### src/rtl/alu_seq_pkg.sv
// Shared constants for the ALU sequencer: opcodes, FSM encoding and flag bit positions.
package alu_seq_pkg;

   localparam logic [2:0] OP_ADD = 3'b000;
   localparam logic [2:0] OP_SUB = 3'b001;
   localparam logic [2:0] OP_NOT = 3'b010;
   localparam logic [2:0] OP_AND = 3'b011;
   localparam logic [2:0] OP_OR  = 3'b100;
   localparam logic [2:0] OP_XOR = 3'b101;
   localparam logic [2:0] OP_LT  = 3'b110;
   localparam logic [2:0] OP_EQ  = 3'b111;

   typedef enum logic [1:0] {
      S_IDLE = 2'd0,
      S_EXEC = 2'd1,
      S_HOLD = 2'd2
   } state_e;

   localparam int FLG_Z = 2;
   localparam int FLG_O = 1;
   localparam int FLG_C = 0;

endpackage

### src/rtl/alu_seq.sv
// Command sequencer in front of an external 4-bit ALU with a registered result and accumulator chaining.
// Optional statistics outputs (stat_ops, stat_ovf) are built when ALU_SEQ_STATS_EN is defined.
module alu_seq
   import alu_seq_pkg::*;
#(
   parameter int W = 4
) (
   input  logic         clk,
   input  logic         rst_n,
   input  logic         cmd_valid,
   output logic         cmd_ready,
   input  logic [2:0]   cmd_op,
   input  logic [W-1:0] cmd_a,
   input  logic [W-1:0] cmd_b,
   input  logic         cmd_chain,
   output logic [2:0]   alu_f,
   output logic [W-1:0] alu_a,
   output logic [W-1:0] alu_b,
   input  logic [W-1:0] alu_out,
   input  logic         alu_zero,
   input  logic         alu_overflow,
   input  logic         alu_carry,
   output logic         res_valid,
   input  logic         res_ready,
   output logic [W-1:0] res_data,
   output logic [2:0]   res_flags
`ifdef ALU_SEQ_STATS_EN
   ,
   output logic [7:0]   stat_ops,
   output logic         stat_ovf
`endif
);

   // Both channels are valid/ready: a transfer happens in any cycle where valid
   // and ready are both high at the rising edge; valid never waits on ready.

   state_e        state_q, state_d;
   logic [2:0]    alu_f_q, alu_f_d;
   logic [W-1:0]  alu_a_q, alu_a_d;
   logic [W-1:0]  alu_b_q, alu_b_d;
   logic [W-1:0]  res_data_q, res_data_d;
   logic [2:0]    res_flags_q, res_flags_d;
   logic [W-1:0]  acc_q, acc_d;
   logic          accept;
   logic          retire;

   always_comb begin
      state_d     = state_q;
      alu_f_d     = alu_f_q;
      alu_a_d     = alu_a_q;
      alu_b_d     = alu_b_q;
      res_data_d  = res_data_q;
      res_flags_d = res_flags_q;
      acc_d       = acc_q;

      cmd_ready = (state_q == S_IDLE) | ((state_q == S_HOLD) & res_ready);
      accept    = cmd_valid & cmd_ready;
      retire    = (state_q == S_HOLD) & res_ready;

      // acc_q here is the pre-EXEC value, so a chain accepted on retirement sees the retired result.
      if (accept) begin
         alu_f_d = cmd_op;
         alu_b_d = cmd_b;
         alu_a_d = cmd_chain ? acc_q : cmd_a;
      end

      case (state_q)
         S_IDLE: begin
            if (accept) state_d = S_EXEC;
         end
         S_EXEC: begin
            res_data_d         = alu_out;
            res_flags_d[FLG_Z] = alu_zero;
            res_flags_d[FLG_O] = alu_overflow;
            res_flags_d[FLG_C] = alu_carry;
            acc_d              = alu_out;
            state_d            = S_HOLD;
         end
         S_HOLD: begin
            if (retire) state_d = accept ? S_EXEC : S_IDLE;
         end
         default: state_d = S_IDLE;
      endcase
   end

   always_ff @(posedge clk or negedge rst_n) begin
      if (!rst_n) begin
         state_q     <= S_IDLE;
         alu_f_q     <= '0;
         alu_a_q     <= '0;
         alu_b_q     <= '0;
         res_data_q  <= '0;
         res_flags_q <= '0;
         acc_q       <= '0;
      end else begin
         state_q     <= state_d;
         alu_f_q     <= alu_f_d;
         alu_a_q     <= alu_a_d;
         alu_b_q     <= alu_b_d;
         res_data_q  <= res_data_d;
         res_flags_q <= res_flags_d;
         acc_q       <= acc_d;
      end
   end

   assign alu_f     = alu_f_q;
   assign alu_a     = alu_a_q;
   assign alu_b     = alu_b_q;
   assign res_valid = (state_q == S_HOLD);
   assign res_data  = res_data_q;
   assign res_flags = res_flags_q;

`ifdef ALU_SEQ_STATS_EN
   logic [7:0] stat_ops_q, stat_ops_d;
   logic       stat_ovf_q, stat_ovf_d;

   always_comb begin
      stat_ops_d = stat_ops_q;
      stat_ovf_d = stat_ovf_q;
      if (retire) begin
         stat_ops_d = stat_ops_q + 8'd1;
         stat_ovf_d = stat_ovf_q | res_flags_q[FLG_O];
      end
   end

   always_ff @(posedge clk or negedge rst_n) begin
      if (!rst_n) begin
         stat_ops_q <= '0;
         stat_ovf_q <= 1'b0;
      end else begin
         stat_ops_q <= stat_ops_d;
         stat_ovf_q <= stat_ovf_d;
      end
   end

   assign stat_ops = stat_ops_q;
   assign stat_ovf = stat_ovf_q;
`endif

endmodule
### config.mk
export PLATFORM = sky130hd
export DESIGN_NAME = alu_seq
export DESIGN_NICKNAME = d
export VERILOG_FILES = /design/src/rtl/alu_seq_pkg.sv /design/src/rtl/alu_seq.sv
export SDC_FILE = /design/constraint.sdc
export NUM_CORES = 1
export LEC_CHECK = 0
export CAP_MARGIN = 20
export CELL_PAD_IN_SITES_DETAIL_PLACEMENT = 0
export CELL_PAD_IN_SITES_GLOBAL_PLACEMENT = 1
export CORE_ASPECT_RATIO = 0.75
export CORE_UTILIZATION = 31
export CTS_CLUSTER_DIAMETER = 80
export DETAILED_ROUTE_END_ITERATION = 16
export PLACE_DENSITY_LB_ADDON = 0.3
export SYNTH_ARGS = -nofsm -noshare
export SYNTH_HDL_FRONTEND = slang
export SYNTH_SLANG_ARGS = --single-unit
### constraint.sdc
create_clock -name clk -period 2.2 [get_ports clk]
set_input_delay 0.22 -clock clk [delete_from_list [all_inputs] [get_ports clk]]
set_output_delay 0.22 -clock clk [all_outputs]
set_load 0.1 [all_outputs]
== Word level (Yosys, flattened, before mapping) ==
Index checks and enable logic that the tools add are counted.

* Bits in writable memories: 0
* Register bits: 20
* Latch bits: 0
* Bits in read-only memories: 0
* Output and inout bits: 20
* Memories kept: 0

* Divide/modulo/power cells: 0
* Magnitude comparators: 0
* $mul: 0
* Reduce and logical (&&, ||, !) cells: 2
* Equal/unequal tests: 4
* Bitwise gates (word level): 3
* Mux-type cells: 5
* Shift operators: 0
* $add $sub $neg: 0

{| class="wikitable"
|+ Operators by type and width
! cell !! count
|-
| 2-bit case mux with 3 select lines || 1
|-
| 2-bit two-way mux || 2
|-
| 4-bit two-way mux || 1
|-
| 1-bit bitwise AND || 2
|-
| 2-bit by 1-bit equality test with 1-bit output (second input constant) || 1
|-
| 2-bit equality test (second input constant) || 1
|-
| 2-bit logical NOT || 1
|-
| 2-bit by 1-bit inequality test with 1-bit output (second input constant) || 1
|-
| 2-bit inequality test (second input constant) || 1
|-
| 2-bit AND reduction || 1
|-
| 1-bit two-way mux || 1
|-
| 1-bit bitwise OR || 1
|}

== Logic depth before layout (Yosys ltp) ==
Gate-level depths: netlist of the first run.

* Depth in word-level cells: 7
* Mapped depth: 4

== Least setup slack after synthesis of the first run ==
OpenSTA, ideal clock, no wires.

* Path kind: flip-flop to output port
* From: register state_q[1]
* To: output cmd_ready
* Required time: 1.980 ns
* Arrival: 1.760 ns
* Cell stages (with the launch flop): 3
* Path buffers: 0
* Slack: 0.220 ns
* Cells stage by stage: dfrtp_1 > nor2b_4 > nor2_1

* Cells in the longest elaborated chain, start to end: 3

{| class="wikitable"
|+ RTL lines
! what !! RTL line !! text
|-
| start, declared || alu_seq.sv:37 || <nowiki>state_e state_q, state_d;</nowiki>
|-
| start signal, assigned || alu_seq.sv:96 || <nowiki>state_q <= state_d;</nowiki>
|-
| 2-bit equality test || alu_seq.sv:56 || <nowiki>cmd_ready = (state_q == S_IDLE) | ((state_q == S_HOLD) & res_ready);</nowiki>
|-
| 1-bit bitwise AND || alu_seq.sv:56 ||
|-
| 1-bit bitwise OR (*) || alu_seq.sv:56 ||
|-
| end, declared || alu_seq.sv:11 || <nowiki>output logic cmd_ready,</nowiki>
|}

Mark *: on every way between the ends. The rest lies on a longest branch, timed or not.

== Final worst setup path of the first run ==
* From: register state_q[0]
* To: output res_valid

* Cells in the longest elaborated chain, start to end: 1

{| class="wikitable"
|+ RTL lines
! what !! RTL line !! text
|-
| 2-bit equality test || alu_seq.sv:109 || <nowiki>assign res_valid = (state_q == S_HOLD);</nowiki>
|-
| end, declared || alu_seq.sv:23 || <nowiki>output logic res_valid,</nowiki>
|}

Every way passes these cells.

==> results of run 1 <==
[synth_stat cells]
cell	number
o21ai_0	1
nor2b_4	1
buf_6	1
inv_1	1
nor2_1	1
or2b_1	1
nand2b_1	1
clkbuf_1	1
dfrtp_1	20
nor3b_4	1
and2b_1	1
nand2_1	21
mux2_2	15
[flip-flops by register name (all words and copies together), names as in the netlist]
signal / cells
alu_b: 4
res_flags: 3
state_q: 2
alu_a: 4
alu_f: 3
res_data: 4
[worst min path at each step]
stage,end,slack [ns],depth (start not counted)
after global routing,res_data[3],0.24,2
final,res_data[3],0.24,2
after global placement,res_flags[2],0.46,2
after CTS,res_data[3],0.24,2
after detailed placement,res_flags[1],0.47,2
after floorplan,alu_a[0],-0.08,0
[per-layer routing]
layer | GRT usage [%] | vias to the layer above | wire, um
met5 | 0 | - | 0
met4 | 4.000 | 0 | 13
met3 | 5.234 | 2 | 144
met2 | 19.57 | 25 | 743
met1 | 15.88 | 298 | 748
li1 | - | 305 | -
[kinds of logic (layout without fill, tap and decap cells)]
kind of cell | count (synthesis) | count (layout) | share of synthesized area, %
AND/OR/NAND/NOR | 27 | 27 | 16.44
AO/OA/AOI/OAI | 1 | 1 | 0.6027
flip-flops | 20 | 20 | 60.33
buffers and inverters | 3 | 48 | 2.261
multiplexers | 15 | 15 | 20.36
[layout by cell type (no fill, tap or decap)]
cell,instances
bufinv_16,1
inv_1,1
buf_12,1
nor3b_4,1
or2b_1,1
o21ai_0,1
buf_4,20
nor2_1,1
dfrtp_1,20
clkdlybuf4s50_1,22
nor2b_4,1
nand2b_1,1
and2b_1,1
clkbuf_4,3
nand2_1,21
mux2_2,15
[cell type report]
cell class	count	area share [%]
Sequential cell	20	38.50
Timing Repair Buffer	43	30.03
Multi-Input combinational cell	43	23.87
Tap cell	34	3.272
Clock inverter	1	2.310
Clock buffer	3	1.732
Inverter	1	0.2887
[metrics by stage]
| step | std cells | utilization (%) |
|---|---|---|
| after floorplan | 66 | - |
| after global placement | 141 | 51.52 |
| final | 145 | 53.70 |
| after global routing | 145 | 53.70 |
| after CTS | 145 | 53.70 |
| after detailed placement | 141 | 51.52 |
==> flow_metrics.py, run 1 <==
metrics = {
    "hold_path": {
        "hold_path_class": "primary input to asynchronous set/reset pin",
    },
    "worst_setup_path": {
        "cpMaxStageDelayCell": "dfrtp_1",
        "timing.critical_path.from_type": "flip-flop",
        "cp-endpoint": "res_valid",
        "critPathMaxStageDelay_ns": 0.47,
        "timing.critical_path.max_delay_family": "flip-flops",
        "path_class": "flip-flop to output port",
        "timing.critical_path.fanout_max": 5,
        "setup.reg_to_reg.worst_slack_ns": 0.65,
        "wp_depth": 3,
        "worstReg2RegEnd": "alu_f[0]",
        "worstReg2RegStart": "state_q[1]",
        "critical_path_buf_inv_count": 2,
        "crit_required_ns": 1.98,
        "timing.reg2reg.worst_path_depth": 3,
        "endpoint_kind": "output port",
        "worst_setup_path_startpoint": "state_q[0]",
        "crit_chain": "or2b_1 > inv_1 > buf_4",
        "worst_ep_arrival_time_ns": 1.37,
    },
    "floorplan": {
        "die_x_um": 61.73,
        "initial_util_pct": 34.26,
        "io-pin-count": 43,
        "rows": 15,
        "die_height_um": 46.80,
        "fp.coreArea_um2": 2421,
        "die_area_um2": 2889,
    },
    "logic_synthesis": {
        "yosysTopAreaCell": "dfrtp_1",
        "synth.top_cell.area_share_pct": 60.33,
        "syn_area_per_cell_um2": 12.57,
        "synth_cell_type_count": 13,
        "seq_area_frac_synth_pct": 60.33,
        "syn-num-nets": 89,
        "dominant_cells_by_area_after_synthesis": "dfrtp_1 (60%), mux2_2 (20%), nand2_1 (9.5%)",
        "yosysWarningCount": 0,
        "syn_inst": 66,
        "synth.ff_latch_count": 20,
        "mappedNetlistArea_um2": 829.5,
    },
    "cts": {
        "number_of_buffers_on_the_longest_clock_path": 2,
        "post_cts_buffers": 0,
        "numClockSinks": 20,
        "worstSkewPairLatency_ns": 0.31,
        "post_cts_hold_buffer_count": 0,
        "ctsHtreeMaxLevel": 1,
        "cts_tree": "done",
        "post_cts_resize_count": 0,
        "cts-buffers-inserted": 3,
        "clock_pin_slew_of_the_registers_on_the_worst_case_setup_and_hold_paths_ns": 0.12,
        "ctsRootBufferMaster": "clkbuf_4",
    },
    "timing": {
        "period_share_pct": 72.07,
        "timing.hold.ws_ns": 0.2376,
        "timing.final.crit_period_ns": 1.586,
        "rsz0062_at_grt": "no",
        "timing_max_transition_violations_final": 0,
        "final_hold_viol_count": 0,
        "tightest_slew_ns": 0.5762,
        "fin_skew_ns": 0.01074,
        "setup_viol": 0,
        "setup_tns_ns": 0,
        "setup_ws_ns": 0.6145,
        "maxClockFrequency_mhz": 630.7,
        "max_slew_headroom_pct": 61.54,
    },
    "grt": {
        "grtUsageTotal_pct": 12.49,
        "global_route.overflow_total": 0,
        "antenna_found_initial": 0,
        "grt_pass1_vias": 573,
        "grt_pass1_wl_mm": 2.490,
        "pin_count_of_the_biggest_net_entering_global_routing": 21,
    },
    "cells_and_area": {
        "final_nets": 135,
        "insertedDiodeCount": 0,
        "filler_cell_count": 205,
        "final_layout_size_suffix_gt1_share_pct": 37.84,
        "syn_to_final_growth_pct": 56.71,
        "total_area_of_multi_input_combinational_cells_um2": 310.3,
        "cell_area_after_layout_um2": 1300,
        "register_area_um2": 500.5,
    },
    "placement": {
        "numPortBuffers": 42,
        "final_estimated_routing_congestion_in_global_placement": 0.6647,
        "setup_ws_pre_cts_ns": 0.3328,
        "dp_area_um2": 1247,
        "hpwl_detailed_mm": 1.265,
    },
    "job": {
        "cap_viol_max_count": 0,
    },
    "run_status": {
        "status": "complete, no violations",
    },
    "route": {
        "detailroute.via_count": 630,
        "detail_route.wl_per_cell_um": 11.37,
        "drt-vias-per-instance": 4.345,
        "drtIter0Drc": 8,
        "route.final.wire_length_mm": 1.649,
        "detail-route-antenna-nets": 0,
        "first_pass_iters": 4,
        "drc": 0,
    },
}
Power of run 1 is left out: the tool's default activity adds up to more than one toggle a clock period on the data nets, which glitch-free logic cannot reach.
==> inputs of run 2 (changes only) <==
--- a/config.mk
+++ b/config.mk
@@ -9,7 +9,7 @@
 export CELL_PAD_IN_SITES_DETAIL_PLACEMENT = 0
 export CELL_PAD_IN_SITES_GLOBAL_PLACEMENT = 1
 export CORE_ASPECT_RATIO = 0.75
-export CORE_UTILIZATION = 31
+export CORE_UTILIZATION = 26
 export CTS_CLUSTER_DIAMETER = 80
 export DETAILED_ROUTE_END_ITERATION = 16
 export PLACE_DENSITY_LB_ADDON = 0.3
==> constraint.sdc (replaced) <==
create_clock -name clk -period 1.39 [get_ports clk]
set_input_delay 0.139 -clock clk [delete_from_list [all_inputs] [get_ports clk]]
set_output_delay 0.139 -clock clk [all_outputs]
set_load 0.1 [all_outputs]
==> run 2 against run 1 <==
  * Clock-buffer cell count up 1
  * Register-to-register slack got worse by 0.62 ns
  * Hold slack worse by 0.012 ns
  * Critical path type is now flip-flop to flip-flop
==> flow_metrics.py, run 2 (same netlist as run 1, synthesis figures left out) <==
metrics = {
    "run_status": {
        "status": "complete, no violations",
    },
    "cells_and_area": {
        "total_area_of_multi_input_combinational_cells_um2": 317.8,
        "register_area_um2": 506.7,
        "final_layout_size_suffix_gt1_share_pct": 45.22,
        "filler_cell_count": 274,
        "final_common_cell": "clkdlybuf4s50_1",
        "syn_to_final_growth_pct": 90.80,
        "insertedDiodeCount": 0,
        "final_nets": 139,
        "layout.cells.most_common_list": "clkdlybuf4s50_1 (22), nand2_1 (21), buf_12 (20), mux2_2 (15), dfrtp_1 (15)",
    },
    "timing": {
        "maxClockFrequency_mhz": 736.9,
        "max_slew_headroom_pct": 80.72,
        "timing.final.crit_period_ns": 1.357,
        "setup_viol": 0,
        "final_hold_viol_count": 0,
        "fin_skew_ns": 0.004856,
        "rsz0062_at_grt": "yes",
        "tightest_slew_ns": 0.2893,
        "timing.hold.ws_ns": 0.2260,
        "period_share_pct": 97.63,
        "setup_tns_ns": 0,
        "timing_max_transition_violations_final": 0,
    },
    "worst_setup_path": {
        "timing.critical_path.fanout_max": 5,
        "worst_ep_arrival_time_ns": 1.49,
        "worstReg2RegStart": "state_q[1]",
        "crit_required_ns": 1.53,
        "timing.reg2reg.worst_path_depth": 4,
        "timing.critical_path.from_type": "flip-flop",
        "endpoint_kind": "flip-flop",
        "worstReg2RegEnd": "alu_f[0]",
        "setup.reg_to_reg.worst_slack_ns": 0.03,
        "path_class": "flip-flop to flip-flop",
    },
    "floorplan": {
        "die_area_um2": 3423,
        "die_x_um": 67.23,
        "io-pin-count": 43,
        "fp.coreArea_um2": 2978,
        "die_height_um": 50.92,
        "initial_util_pct": 27.86,
        "rows": 17,
    },
    "placement": {
        "hpwl_detailed_mm": 1.438,
        "numPortBuffers": 42,
        "final_estimated_routing_congestion_in_global_placement": 0.5947,
    },
    "grt": {
        "global_route.overflow_total": 0,
        "grt_pass1_vias": 663,
        "grtUsageTotal_pct": 12.61,
        "grt_pass1_wl_mm": 3.105,
        "pin_count_of_the_biggest_net_entering_global_routing": 21,
        "antenna_found_initial": 0,
    },
    "cts": {
        "clock_pin_slew_of_the_registers_on_the_worst_case_setup_and_hold_paths_ns": 0.07,
        "worstSkewPairLatency_ns": 0.25,
        "number_of_buffers_on_the_longest_clock_path": 2,
        "cts_tree": "done",
        "ctsHtreeMaxLevel": 1,
        "numClockSinks": 20,
        "cts-buffers-inserted": 3,
        "post_cts_hold_buffer_count": 0,
        "ctsRootBufferMaster": "clkbuf_8",
    },
    "route": {
        "drc": 0,
        "drt-vias-per-instance": 4.268,
        "detail_route.wl_per_cell_um": 11.86,
        "met2_length_um": 760,
        "wl_met1_um": 794,
        "first_pass_iters": 2,
        "route.final.wire_length_mm": 1.815,
        "maxUsedRoutingLayer": "met4",
        "detailroute.via_count": 653,
        "routed-wl-met3_um": 245,
        "detail-route-antenna-nets": 0,
        "drtIter0Drc": 41,
    },
    "job": {
        "cap_viol_max_count": 0,
    },
    "hold_path": {
        "hold_path_class": "primary input to asynchronous set/reset pin",
    },
}
## run 2: layout make-up
| class | instances | share of cell area, % |
|---|---|---|
| Multi-Input combinational cell | 43 | 20.08 |
| Clock buffer | 4 | 2.846 |
| Inverter | 1 | 0.2372 |
| Tap cell | 38 | 3.004 |
| Sequential cell | 20 | 32.02 |
| Timing Repair Buffer | 47 | 41.82 |
## run 2: worst max-delay path: stages (launching register included)
cell and delay [ns]:
dfrtp_1 0.40, nor2b_4 0.14, nor3b_4 0.19, buf_4 0.18, mux2_2 0.33
## run 2: how the worst max path moves through the flow
stage / cells past startpoint / endpoint / start / slack [ns]
finish: 4 / alu_f[0] / state_q[1] / 0.03
global route: 4 / alu_a[3] / state_q[1] / -0.01
detailed placement: 5 / alu_b[1] / res_ready / -0.17
global placement: 5 / alu_f[1] / res_ready / -0.13
CTS: 4 / cmd_ready / state_q[1] / 0.002
floorplan: 2 / cmd_ready / state_q[1] / -0.03
## run 2: per-stage QoR
stage                     cell area, um^2  utilization (%)  instances  setup WS [ns]
final                                1583            53.15        153        0.03299
after global routing                 1583            53.15        153       -0.01052
after CTS                            1565            52.56        152       0.002232
after detailed placement             1520            51.05        148        -0.1669
after global placement               1520            51.05        148        -0.1333
after floorplan                     837.1                -         66       -0.03128
## run 2: metal layers
metal | global-route usage, % | up-vias
li1 | - | 315
met1 | 15.92 | 301
met2 | 18.17 | 33
met3 | 7.366 | 4
met4 | 3.191 | 0
met5 | 0 | -
## run 2: repair_timing
item / in CTS / in global routing
buffers inserted: 0 / 1
gates resized for setup: 0 / 4
setup endpoints to repair: 0 / 8
Power of run 2 is left out for the same reason.
